## src/rtl/spawn_ctrl.sv

```systemverilog
`default_nettype none

`ifndef SPAWN_COUNTER_SIZE
`define SPAWN_COUNTER_SIZE 4
`endif

`ifndef NBR_ENEMIES
`define NBR_ENEMIES 4
`endif

// ============================================================================
// Module   : spawn_ctrl
// Purpose  : Enemy spawn scheduler. After a pseudo-random number of frame
//            ticks, picks a free enemy slot and holds a one-hot spawn
//            request until the enemy logic acknowledges it. Also keeps a
//            saturating count of accepted spawns.
// Ports    :
//   clk            in   system clock
//   rst_n          in   synchronous active-low reset
//   pixel_0_line_0 in   one-cycle frame tick
//   prbs_val       in   [SPAWN_W+N_EN-1:0] random vector {slot prefs, delay}
//   enemy_alive    in   [N_EN-1:0] occupied slot flags
//   game_run       in   gameplay active level
//   spawn_req      out  spawn request, held until spawn_ack
//   spawn_mask     out  [N_EN-1:0] one-hot slot, zero when no request
//   spawn_ack      in   request accepted this cycle (honoured in ISSUE only)
//   spawn_total    out  [7:0] accepted spawns, saturating at 255
//   busy           out  high whenever the FSM is not in IDLE
// Revision : 1.0 - initial release
// ============================================================================
module spawn_ctrl #(
  parameter int SPAWN_W = `SPAWN_COUNTER_SIZE,
  parameter int N_EN    = `NBR_ENEMIES
) (
  input  logic                    clk,
  input  logic                    rst_n,
  input  logic                    pixel_0_line_0,
  input  logic [SPAWN_W+N_EN-1:0] prbs_val,
  input  logic [N_EN-1:0]         enemy_alive,
  input  logic                    game_run,
  output logic                    spawn_req,
  output logic [N_EN-1:0]         spawn_mask,
  input  logic                    spawn_ack,
  output logic [7:0]              spawn_total,
  output logic                    busy
);

  localparam logic [SPAWN_W-1:0] c_ONE_DLY = {{(SPAWN_W-1){1'b0}}, 1'b1};
  localparam logic [N_EN-1:0]    c_ONE_EN  = {{(N_EN-1){1'b0}}, 1'b1};
  localparam logic [7:0]         c_TOT_MAX = 8'hFF;

  typedef enum logic [2:0] {
    S_IDLE   = 3'd0,
    S_ARM    = 3'd1,
    S_COUNT  = 3'd2,
    S_SELECT = 3'd3,
    S_ISSUE  = 3'd4
  } state_t;

  state_t               r_state,     w_state_nxt;
  logic [SPAWN_W-1:0]   r_delay_cnt, w_delay_nxt;
  logic                 r_req,       w_req_nxt;
  logic [N_EN-1:0]      r_mask,      w_mask_nxt;
  logic [7:0]           r_total,     w_total_nxt;

  logic [SPAWN_W-1:0]   w_delay_field;
  logic [N_EN-1:0]      w_free;
  logic [N_EN-1:0]      w_cand;
  logic [N_EN-1:0]      w_cand_pick;
  logic [N_EN-1:0]      w_free_pick;

  assign w_delay_field = prbs_val[SPAWN_W-1:0];
  assign w_free        = ~enemy_alive;
  assign w_cand        = prbs_val[SPAWN_W+N_EN-1:SPAWN_W] & w_free;

  // x & -x isolates the lowest set bit, so both picks are one-hot (or zero)
  // and always a subset of the free slots.
  assign w_cand_pick   = w_cand & (~w_cand + c_ONE_EN);
  assign w_free_pick   = w_free & (~w_free + c_ONE_EN);

  always_comb begin
    w_state_nxt = r_state;
    w_delay_nxt = r_delay_cnt;
    w_req_nxt   = r_req;
    w_mask_nxt  = r_mask;
    w_total_nxt = r_total;

    if (!game_run) begin
      // Leaving gameplay wins over everything, including a same-cycle ack.
      w_state_nxt = S_IDLE;
      w_req_nxt   = 1'b0;
      w_mask_nxt  = '0;
    end else begin
      case (r_state)
        S_IDLE: begin
          w_state_nxt = S_ARM;
        end
        S_ARM: begin
          if (pixel_0_line_0) begin
            // A zero delay would underflow the countdown; treat it as one.
            w_delay_nxt = (w_delay_field == '0) ? c_ONE_DLY : w_delay_field;
            w_state_nxt = S_COUNT;
          end
        end
        S_COUNT: begin
          if (pixel_0_line_0) begin
            w_delay_nxt = r_delay_cnt - c_ONE_DLY;
            if (r_delay_cnt == c_ONE_DLY) begin
              w_state_nxt = S_SELECT;
            end
          end
        end
        S_SELECT: begin
          // With every slot alive, stay here and retry next cycle.
          if (|w_free) begin
            w_mask_nxt  = (|w_cand) ? w_cand_pick : w_free_pick;
            w_req_nxt   = 1'b1;
            w_state_nxt = S_ISSUE;
          end
        end
        S_ISSUE: begin
          if (spawn_ack) begin
            w_req_nxt   = 1'b0;
            w_mask_nxt  = '0;
            w_total_nxt = (r_total == c_TOT_MAX) ? r_total : r_total + 8'd1;
            w_state_nxt = S_ARM;
          end
        end
        default: begin
          w_state_nxt = S_IDLE;
          w_req_nxt   = 1'b0;
          w_mask_nxt  = '0;
        end
      endcase
    end
  end

  always_ff @(posedge clk) begin
    if (!rst_n) begin
      r_state     <= S_IDLE;
      r_delay_cnt <= '0;
      r_req       <= 1'b0;
      r_mask      <= '0;
      r_total     <= 8'd0;
    end else begin
      r_state     <= w_state_nxt;
      r_delay_cnt <= w_delay_nxt;
      r_req       <= w_req_nxt;
      r_mask      <= w_mask_nxt;
      r_total     <= w_total_nxt;
    end
  end

  assign spawn_req   = r_req;
  assign spawn_mask  = r_mask;
  assign spawn_total = r_total;
  assign busy        = (r_state != S_IDLE);

endmodule

`default_nettype wire

```

## config.mk

```make
export PLATFORM = sky130hd
export DESIGN_NAME = spawn_ctrl
export DESIGN_NICKNAME = d
export VERILOG_FILES = /design/src/rtl/spawn_ctrl.sv
export SDC_FILE = /design/constraint.sdc
export NUM_CORES = 1
export LEC_CHECK = 0
export ABC_AREA = 1
export CELL_PAD_IN_SITES_DETAIL_PLACEMENT = 1
export CELL_PAD_IN_SITES_GLOBAL_PLACEMENT = 2
export CORE_AREA = 2 2 62 64
export DETAILED_ROUTE_END_ITERATION = 10
export DIE_AREA = 0 0 64 66
export DONT_BUFFER_PORTS = 1
export GPL_TIMING_DRIVEN = 0
export PLACE_DENSITY_LB_ADDON = 0.12
export RECOVER_POWER = 25
export SYNTH_ARGS = -nofsm -noshare
export SYNTH_HDL_FRONTEND = slang
export SYNTH_SLANG_ARGS = --single-unit
```

## constraint.sdc

```tcl
create_clock -name clk -period 3.8 [get_ports clk]
set_clock_uncertainty 0.1 [all_clocks]
set_input_delay 0.76 -clock clk [delete_from_list [all_inputs] [get_ports clk]]
set_output_delay 0.76 -clock clk [all_outputs]
set_load 0.1 [all_outputs]
```

# --- Word level (Yosys, flattened, before mapping) ---
# Index checks and enable logic that the tools add are counted.
op_classes:
  addsub: 4
  n_eq_ne: 11
  muxes: 17
  bitwise_logic: 8
  reduce_logical: 12
ops:
  columns: ["op", "n"]
  rows:
  - ["$mux W4", 6]
  - ["$mux W3", 5]
  - ["$pmux W3 S5", 1]
  - ["$and A4 B4 Y4", 3]
  - ["$not A4 Y4", 3]
  - ["$pmux W4 S3", 1]
  - ["$ne A2 B2 Y1 const B", 5]
  - ["$add A4 B1 Y4 const B", 2]
  - ["$add A8 B1 Y8 const B", 1]
  - ["$eq A8 B8 Y1 const B", 1]
  - ["$pmux W4 S2", 1]
  - ["$reduce_and A4 Y1", 2]
  - ["$reduce_or A4 Y1", 2]
  - ["$eq A3 B2 Y1 const B", 2]
  - ["$reduce_and A5 Y1", 1]
  - ["$eq A4 B1 Y1 const B", 1]
  - ["$logic_not A4 Y1", 1]
  - ["$sub A4 B1 Y4 const B", 1]
  - ["$eq A3 B1 Y1 const B", 1]
  - ["$eq A3 B3 Y1 const B", 1]
  - ["$logic_not A3 Y1", 1]
  - ["$pmux W1 S3", 1]
  - ["$reduce_and A3 Y1", 1]
  - ["$reduce_bool A3 Y1", 1]
  - ["5 further kinds", 7]
word_totals:
  ff_bits: 20
  in_bits: 17
  out_inout_bits: 14
  elab_cells: 57

# --- Depth between registers and ports, before layout ---
# Gate-level depths: netlist of the first run.
logic_depth:
  ltp_word: 8
  mapped_depth: 9
  depth_no_buf: 9

# --- Least setup slack after synthesis of the first run ---
# OpenSTA, ideal clock, no wires.
synth_timing:
  path_type: "register to register"
  startpoint: "reg r_total[1], in the netlist spawn_total[1]"
  endpoint: "reg r_total[1], in the netlist spawn_total[1]"
  setup_ns: 0.117
  arrival_time_ns: 1.965
  required_time_ns: 3.583
  path_slack_ns: 1.618
  stages_incl_launch_ff: 9
  path_buffers: 0
  synth_period_minus_slack_ns: 2.182
  path_cell_list: "dfxtp_1 -> ha_1 -> nand3_1 -> nor2_1 -> nand2_1 -> nand2_4 -> clkinv_2 -> nor2_1 -> nor2_1"
synth_between:
  elab_chain_len: 3
  elab_cells_between_ends: 4
  classes_between: "add/sub: 1; eq/ne: 1; bitwise: 1; reduce/logical: 1"
synth_lines:
  columns: ["element", "line_no", "text"]
  rows:
  - ["start: declaration", "64", "logic [7:0] r_total, w_total_nxt;"]
  - ["start signal: assignment", "150", "r_total <= w_total_nxt;"]
  - ["parallel branches: the longest is 3 deep, another holds $add A8 B1 Y8", null, null]
# Several ways; the timed one is not identified.
# A chain may end at the register's enable or synchronous reset.

# --- Final worst setup path of the first run ---
# Same ends and word-level chain as after synthesis.

==> results of run 1 <==
-- logic make-up after synthesis --
logic type | share of synthesized area
DFF | 0.3347
and+or+nand+nor | 0.3755
xor gates and xnor gates | 0.03662
adders and majority gates | 0.03138
AOI/OAI and AO/OA | 0.1454
buffers and inverters | 0.07636
-- layout by cell type (no fill, tap or decap), drive strengths merged --
cell     n
nand2   60
inv     23
a21oi   20
dfxtp   20
nor2    16
nand3   12
o21ai    9
nand4    4
xor2     3
ha       3
clkbuf   3
nand3b   2
xnor2    2
o21a     2
clkinv   1
a21boi   1
or2      1
a31oi    1
bufinv   1
-- sequential cells by signal (all words and copies together), names as in the netlist --
register and cells:
spawn_mask 4, r_state 3, r_delay_cnt 4, spawn_total 8, spawn_req 1
-- power breakdown --
| group | total (W) | switching (W) | internal, W |
|---|---|---|---|
| logic | 0.0000402 | 0.0000279 | 0.0000123 |
| clock network | 0.000181 | 0.0000740 | 0.000107 |
| registers | 0.000215 | 0.00000323 | 0.000212 |
| total | 0.000436 | 0.000105 | 0.000331 |
-- cells in the mapped netlist, drive strengths merged --
cell type  number  area share
nand2          60        0.21
inv            23       0.072
a21oi          20       0.084
dfxtp          20        0.33
nor2           16       0.069
nand3          12       0.061
o21ai           9       0.038
nand4           4       0.021
ha              3       0.031
xor2            3       0.022
nand3b          2       0.013
o21a            2       0.013
xnor2           2       0.015
a21boi          1      0.0063
a31oi           1      0.0052
clkinv          1      0.0042
or2             1      0.0052
-- metrics by stage --
stage | std cells | total power (W)
after floorplan | 180 | 0.0002552
after global placement | 228 | 0.0002611
after detailed placement | 228 | 0.0002626
after CTS | 232 | 0.0004458
after global routing | 232 | 0.0004587
final | 232 | 0.0004364
-- worst min-delay path by stage --
stage | start | cells after the start | end
floorplan | r_delay_cnt[3] | 2 | r_delay_cnt[3]
global placement | r_delay_cnt[3] | 2 | r_delay_cnt[3]
detailed placement | r_delay_cnt[3] | 2 | r_delay_cnt[3]
CTS | r_delay_cnt[3] | 2 | r_delay_cnt[3]
global route | rst_n | 2 | spawn_total[1]
finish | r_delay_cnt[3] | 2 | r_delay_cnt[3]
-- final cells by class --
| type | instances | share of cell area |
|---|---|---|
| Clock buffer | 3 | 0.01768 |
| Inverter | 24 | 0.07171 |
| Multi-Input combinational cell | 136 | 0.5255 |
| Clock inverter | 1 | 0.02358 |
| Sequential cell | 20 | 0.3143 |
| Tap cell | 48 | 0.04715 |
-- metal layers --
metal / up-vias / track usage / part of all wire
li1: 586 / - / -
met1: 510 / 0.1722 / 0.42
met2: 19 / 0.2891 / 0.50
met3: 5 / 0.05792 / 0.062
met4: 0 / 0.04891 / 0.014
met5: - / 0 / 0
-- worst register-to-register path, stage by stage (launching register included) --
cell and delay, ns:
dfxtp_1 1.02, ha_1 0.36, nand3_1 0.09, nor2_1 0.21, nand2_1 0.12, nand2_4 0.13, clkinv_2 0.12, nor2_1 0.10
nor2_1 0.06
==> impl_metrics.toml, run 1 <==
[cells_and_area]
fin_util = 0.3587
drive_gt1_frac = 0.06522
area_growth_syn_to_layout_pct = 6.485
seqCellArea_sq_um = 400.4
multi_input_area_sq_um = 669.4
n_antenna_cell = 0
fillers = 470
fin_nets = 205
fin_area_sq_um = 1274

[floorplan]
initial_core_util = 0.3369
die_w_microns = 64
die_area_sq_um = 4224
core.rowCount = 22
die_h_microns = 66
core-area_sq_um = 3551
ios = 31

[synthesis]
netlist_area_sq_um = 1196
yosysSeqAreaShare = 0.3347
synth_nets = 200
ys_types = 23
synth_seq_cells = 20
syn_inst = 180
syn_area_per_cell_sq_um = 6.645
yosysWarnings = 0

[timing]
final-setup-viol-count = 0
setup_tns_ns = 0
setup_ws_ns = 1.388
worst_pin_slew_ns = 1.124
rsz0062_at_grt = "false"
fmaxAchievable_mhz = 414.5
relSlewSlack = 0.2499
final_hold_viol_count = 0
layout_min_cycle_time_ns = 2.412
drv_slew = 0
fin_crit_sh = 0.6348
holdWs_ns = 0.4152

[setup_path]
crit_slowest_cell = "dfxtp_1"
cp-startpoint = "spawn_total[1]"
cpMostUsedCell = "nor2_1"
cp_max_fo = 9
crit_buf_inv = 1
reg2reg_to = "spawn_total[1]"
crit_path_start_kind = "flip-flop"
regToRegSetupSlack_ns = 1.39
cp.depth = 8
critPathRequiredTime_ns = 3.93
crit_type = "flip-flop to flip-flop"
cp_cell_sequence = "ha_1 > nand3_1 > nor2_1 > nand2_1 > nand2_4 > clkinv_2 > nor2_1 > nor2_1"
cp_top_family = "flip-flops"
cp_data_arrival_time_ns = 2.54
endpoint_kind = "flip-flop"
critical-path-max-stage-delay_ns = 1.02
worst_r2r_startpoint = "spawn_total[1]"
crit_path_end = "spawn_total[1]"
ff2ff_path_depth = 8

[place]
gp_congestion = 0.7662
place_ws_ns = 1.384
placed_cell_area_sq_um = 1256
io_buffers = 0
dp_hpwl_microns = 2401

[global_route]
grt_pass1_wl_microns = 5244
gr-total-overflow = 0
antenna_found_initial = 0
grt_start_max_net_pins = 13
grt_pass1_vias = 1196
grt.total_usage = 0.1595

[drt]
avgRoutedWirePerCell_microns = 12.72
wl_microns = 2952
drtIter0Drc = 49
avgViaCountPerCell = 4.828
drc = 0
detail-route-antenna-nets = 0
dr.pass1.iters = 4
via_count = 1120

[clocking]
clockBufferDepth = 2
clockRootBuffer = "clkbuf_4"
holdBufCountCts = 0
cts_tree = "built"
clk_latency_ns = 0.32
htreeDepth = 1
cts_setup_buffers = 0
cts_made_buffers = 3
clk_pin_slew_ns = 0.13
cts_sinks = 20
cts_resized = 0

[power_and_ir_drop]
vdd_ir_drop_max_v = 0.0001317
power_density_nw_per_um2 = 342.6
leakagePower_nw = 0.5514

[run_status]
outcome = "finished, final reports clean"

[min_path]
hold_class = "flip-flop to flip-flop"

[run]
maxCapViolCount = 0
(Power assumes the default switching activity.)
==> run 2: changes to the inputs <==
CORE_AREA = 2 2 68 70   (was 2 2 62 64)
DIE_AREA = 0 0 70 72   (was 0 0 64 66)
clock period = 2 ns   (was 3.8 ns; I/O delays follow)
==> run 2 against run 1 <==
  * Wire length grew 4.5%
  * Critical path depth did not move
  * Combinational power grew 98%
  * Hold slack worse by 0.24 ns
  * Core utilization fell by 5.1 points
  * Sequential share of layout area increased by 0.21 points
  * Worst setup slack lost 1.2 ns
  * Count of clock-buffer cells in the layout is the same
  * Flip-flop and latch count unchanged
  * Highest routed layer unchanged
  * Non-clock buffer count unchanged
  * Final cell count increased by 1.3%
  * Total power grew 71%
==> impl_metrics.toml, run 2 (synthesis gave the netlist of run 1 again) <==
[setup_path]
cp_data_arrival_time_ns = 1.89
critical-path-max-stage-delay_ns = 0.55
cp_max_fo = 9
ff2ff_path_depth = 8
cpMostUsedCell = "nand2_1"
crit_type = "flip-flop to flip-flop"
critPathRequiredTime_ns = 2.03
worst_r2r_startpoint = "spawn_total[1]"
reg2reg_to = "spawn_total[5]"
regToRegSetupSlack_ns = 0.15
crit_path_start_kind = "flip-flop"
cp_cell_sequence = "ha_1 > nand3_1 > nor2_1 > nand2_1 > nand2_4 > clkinv_2 > nand2_1 > a21oi_1"
endpoint_kind = "flip-flop"
crit_slowest_cell = "dfxtp_4"

[floorplan]
die_area_sq_um = 5040
die_w_microns = 70
die_h_microns = 72
core.rowCount = 24
ios = 31
initial_core_util = 0.2805
core-area_sq_um = 4264

[cells_and_area]
layout_common_cells = "nand2_1, inv_1, a21oi_1"
fin_util = 0.3078
drive_gt1_frac = 0.1311
fin_nets = 205
mostFrequentLayoutCell = "nand2_1"
largest_register_ffs = 8
n_antenna_cell = 0
area_growth_syn_to_layout_pct = 9.728
fillers = 553

[clocking]
clockRootBuffer = "clkbuf_8"
clk_latency_ns = 0.25
cts_made_buffers = 3
clk_pin_slew_ns = 0.07
htreeDepth = 1
holdBufCountCts = 0
cts_tree = "built"
clockBufferDepth = 2
cts_sinks = 20

[global_route]
grt_start_max_net_pins = 11
grt_pass1_wl_microns = 5195
grt_pass1_vias = 1169
gr-total-overflow = 0
antenna_found_initial = 0
grt.total_usage = 0.1259

[timing]
layout_min_cycle_time_ns = 1.854
setup_tns_ns = 0
final-setup-viol-count = 0
final_hold_viol_count = 0
relSlewSlack = 0.3503
fin_crit_sh = 0.9269
rsz0062_at_grt = "false"
drv_slew = 0
worst_pin_slew_ns = 0.9733
fmaxAchievable_mhz = 539.4

[place]
io_buffers = 0
gp_congestion = 0.7344
dp_hpwl_microns = 2479

[drt]
avgViaCountPerCell = 4.736
drc = 0
wl_met1_microns = 1488
via_count = 1113
wl_microns = 3085
top_layer_used = "met4"
dr.pass1.iters = 4
detail-route-antenna-nets = 0
drtIter0Drc = 33
dr_wl_met2_microns = 1434
route.met3.wl_microns = 137
avgRoutedWirePerCell_microns = 13.13

[min_path]
min_from = "rst_n"
holdPathStages = 2
hold_class = "input port to flip-flop"
hold_end = "spawn_total[0]"

[power_and_ir_drop]
p_int_w = 0.0005584
vdd_ir_drop_max_v = 0.0001597
p_switching_w = 0.0001893
leakagePower_nw = 0.5518
pwr-share-seq = 0.544
power_density_nw_per_um2 = 569.7
p_comb_frac = 0.107
p_clk_frac = 0.350
sw_frac_of_total = 0.2532

[run]
maxCapViolCount = 0

[run_status]
outcome = "finished, final reports clean"
-- run 2: cell types whose count changed in the layout (fill, tap and decap cells not counted), moves of 2 or more --
cell | previous run | this run
dfxtp_4 | 0 | 2
clkbuf_8 | 0 | 3
dfxtp_2 | 0 | 6
dfxtp_1 | 20 | 12
clkbuf_4 | 3 | 0
nand2_1 | 58 | 56
-- run 2: area by class of cell --
type,instances,area (sq um),area share
Sequential cell,20,415.4,0.3165
Inverter,24,91.34,0.06959
Tap cell,52,65.06,0.04957
Multi-Input combinational cell,136,699.4,0.5329
Clock buffer,3,41.29,0.03146
-- run 2: worst max-delay path by stage --
stage | depth (start not counted) | end | startpoint | slack, ns
final | 8 | spawn_total[5] | spawn_total[1] | 0.15
after global routing | 8 | spawn_total[7] | spawn_total[1] | 0.003
after global placement | 7 | spawn_total[5] | spawn_total[3] | -0.17
after floorplan | 7 | spawn_total[1] | spawn_total[3] | 0.07
after CTS | 8 | spawn_total[5] | spawn_total[1] | 0.11
after detailed placement | 7 | spawn_total[1] | spawn_total[3] | -0.19
-- run 2: critical path: cells and delay by family (launching register included) --
kind	cells	cell delay (ns)
compound gates	1	0.06
fa+ha+maj	1	0.29
buf+inv	1	0.12
flops	1	0.55
simple gates	5	0.61
-- run 2: timing repair --
item / CTS / global route
endpoints found under the setup margin: 8 / 0
gates resized for setup: 9 / 0
buffers inserted: 0 / 0
-- run 2: stage by stage --
stage               hold slack (ns)  setup WS, ns  instances  cell area [sq um]  total power, W
global route                 0.1766      0.003260        235               1313       0.0007810
global placement             0.3863       -0.1701        232               1264       0.0004973
CTS                          0.1734        0.1145        235               1320       0.0007577
detailed placement           0.3900       -0.1937        232               1264       0.0005001
floorplan                    0.3701       0.07074        180               1199       0.0004848
finish                       0.1761        0.1462        235               1313       0.0007477
-- run 2: layer usage --
metal / track usage / vias up
met3: 0.02639 / 2
met1: 0.1591 / 507
met5: 0 / -
li1: - / 583
met4: 0.03205 / 0
met2: 0.2201 / 21
-- run 2: power groups by stage --
stage	registers [W]	clock network, W	logic, W
after floorplan	0.000418	0	0.0000673
after global placement	0.000418	0	0.0000789
after detailed placement	0.000419	0	0.0000812
after CTS	0.000407	0.000269	0.0000820
after global routing	0.000407	0.000283	0.0000904
final	0.000407	0.000262	0.0000797
==> run 3: changes to the inputs <==
CORE_AREA = 2 2 62 76   (was 2 2 68 70)
DIE_AREA = 0 0 64 78   (was 0 0 70 72)
==> run 3 against run 2 <==
  * Sequential power hardly changed
  * Critical path depth unchanged
  * Sequential share of layout area shrank 0.88 points
  * Non-clock buffer count is the same
  * Hold slack lost 0.018 ns
  * Critical path type unchanged
  * Wire length is 4.0% lower
==> impl_metrics.toml, run 3 (synthesis gave the netlist of run 1 again) <==
[clocking]
clk_pin_slew_ns = 0.08
clockBufferDepth = 2
htreeDepth = 1
cts_setup_buffers = 0
cts_made_buffers = 3
clk_latency_ns = 0.26
cts_resized = 5
cts_sinks = 20
clockRootBuffer = "clkbuf_8"
holdBufCountCts = 0
cts_tree = "built"

[drt]
detail-route-antenna-nets = 0
avgRoutedWirePerCell_microns = 12.34
drc = 0
avgViaCountPerCell = 4.738
via_count = 1137
dr.pass1.iters = 4
drtIter0Drc = 48
wl_microns = 2962

[global_route]
grt_pass1_vias = 1189
antenna_found_initial = 0
grt_start_max_net_pins = 13
gr-total-overflow = 0
grt_pass1_wl_microns = 5271
grt.total_usage = 0.1329

[setup_path]
cp_max_fo = 9
crit_path_start_kind = "flip-flop"
cp_data_arrival_time_ns = 1.81
endpoint_kind = "flip-flop"
critPathRequiredTime_ns = 2.04
crit_type = "flip-flop to flip-flop"

[cells_and_area]
largest_register_ffs = 8
area_growth_syn_to_layout_pct = 12.87
fin_nets = 205
fillers = 539
layout_common_cells = "nand2_1, inv_1, a21oi_1"
n_antenna_cell = 0
mostFrequentLayoutCell = "nand2_1"
drive_gt1_frac = 0.1413
fin_area_sq_um = 1350

[place]
dp_hpwl_microns = 2365
placed_cell_area_sq_um = 1269
io_buffers = 0
gp_congestion = 0.6921

[timing]
final_hold_viol_count = 0
layout_min_cycle_time_ns = 1.764
rsz0062_at_grt = "false"
drv_slew = 0
relSlewSlack = 0.3407
worst_pin_slew_ns = 0.9876
fin_crit_sh = 0.8820
fmaxAchievable_mhz = 566.9
final-setup-viol-count = 0

[power_and_ir_drop]
p_comb_frac = 0.089
sw_frac_of_total = 0.2306
finalPower_w = 0.0008994
vdd_ir_drop_max_v = 0.0002093
leakagePower_nw = 0.5657
pwr-share-seq = 0.451
power_density_nw_per_um2 = 666.2
p_clk_frac = 0.460
p_switching_w = 0.0002074
p_int_w = 0.0006920

[floorplan]
ios = 31
die_h_microns = 78
core-area_sq_um = 4197
die_area_sq_um = 4992
core.rowCount = 26
die_w_microns = 64
initial_core_util = 0.2850

[run]
maxCapViolCount = 0

[run_status]
outcome = "finished, final reports clean"

[min_path]
hold_class = "input port to flip-flop"
-- run 3: path summary, 6_finish.rpt --
| path | endpoint | from | cells after the start | slack [ns] |
|---|---|---|---|---|
| setup / recovery | spawn_total[7] | spawn_total[1] | 8 | 0.24 |
| hold / removal | spawn_total[0] | rst_n | 2 | 0.16 |
| setup reg to reg | spawn_total[7] | spawn_total[1] | 8 | 0.24 |
| hold reg to reg | r_delay_cnt[3] | r_delay_cnt[3] | 2 | 0.41 |
-- run 3: power by group through the flow --
stage / clock network, W / logic, W / registers, W
2_1_floorplan: 0 / 0.0000673 / 0.000418
3_3_place_gp: 0 / 0.0000786 / 0.000419
3_5_place_dp: 0 / 0.0000810 / 0.000419
4_1_cts: 0.000429 / 0.0000819 / 0.000409
5_1_grt: 0.000446 / 0.0000933 / 0.000407
6_report: 0.000413 / 0.0000800 / 0.000406
-- run 3: final cells by class --
cell class	count	area, sq um	share of cell area
clock inverters	1	30.03	0.02224
inverters	24	91.34	0.06766
clock buffers	3	41.29	0.03058
flip-flops and latches	20	415.4	0.3077
well taps	56	70.07	0.05190
multi-input cells	136	701.9	0.5199
-- run 3: layer usage --
layer / vias up / track usage / routed length (microns)
met4: 0 / 0.05870 / 56
met1: 527 / 0.1454 / 1217
met3: 5 / 0.03768 / 162
li1: 585 / - / -
met2: 20 / 0.2344 / 1525
met5: - / 0 / 0
-- run 3: worst max-delay path, stage by stage (launching register included) --
cell      delay [ns]
dfxtp_4         0.55
ha_1            0.27
nand3_1         0.09
nor2_1          0.15
nand2_1         0.10
nand2_4         0.12
clkinv_2        0.11
nand2_1         0.08
a21oi_1         0.05
-- run 3: metrics by stage --
stage	util	std cells	hold slack (ns)	setup slack, ns	TNS, ns
2_1_floorplan	-	180	0.3701	0.07074	0
3_3_place_gp	0.3023	236	0.3887	-0.1719	-1.036
3_5_place_dp	0.3023	236	0.3994	-0.1787	-1.083
4_1_cts	0.3211	240	0.1524	0.006825	0
5_1_grt	0.3217	240	0.1678	0.04806	0
6_report	0.3217	240	0.1577	0.2360	0
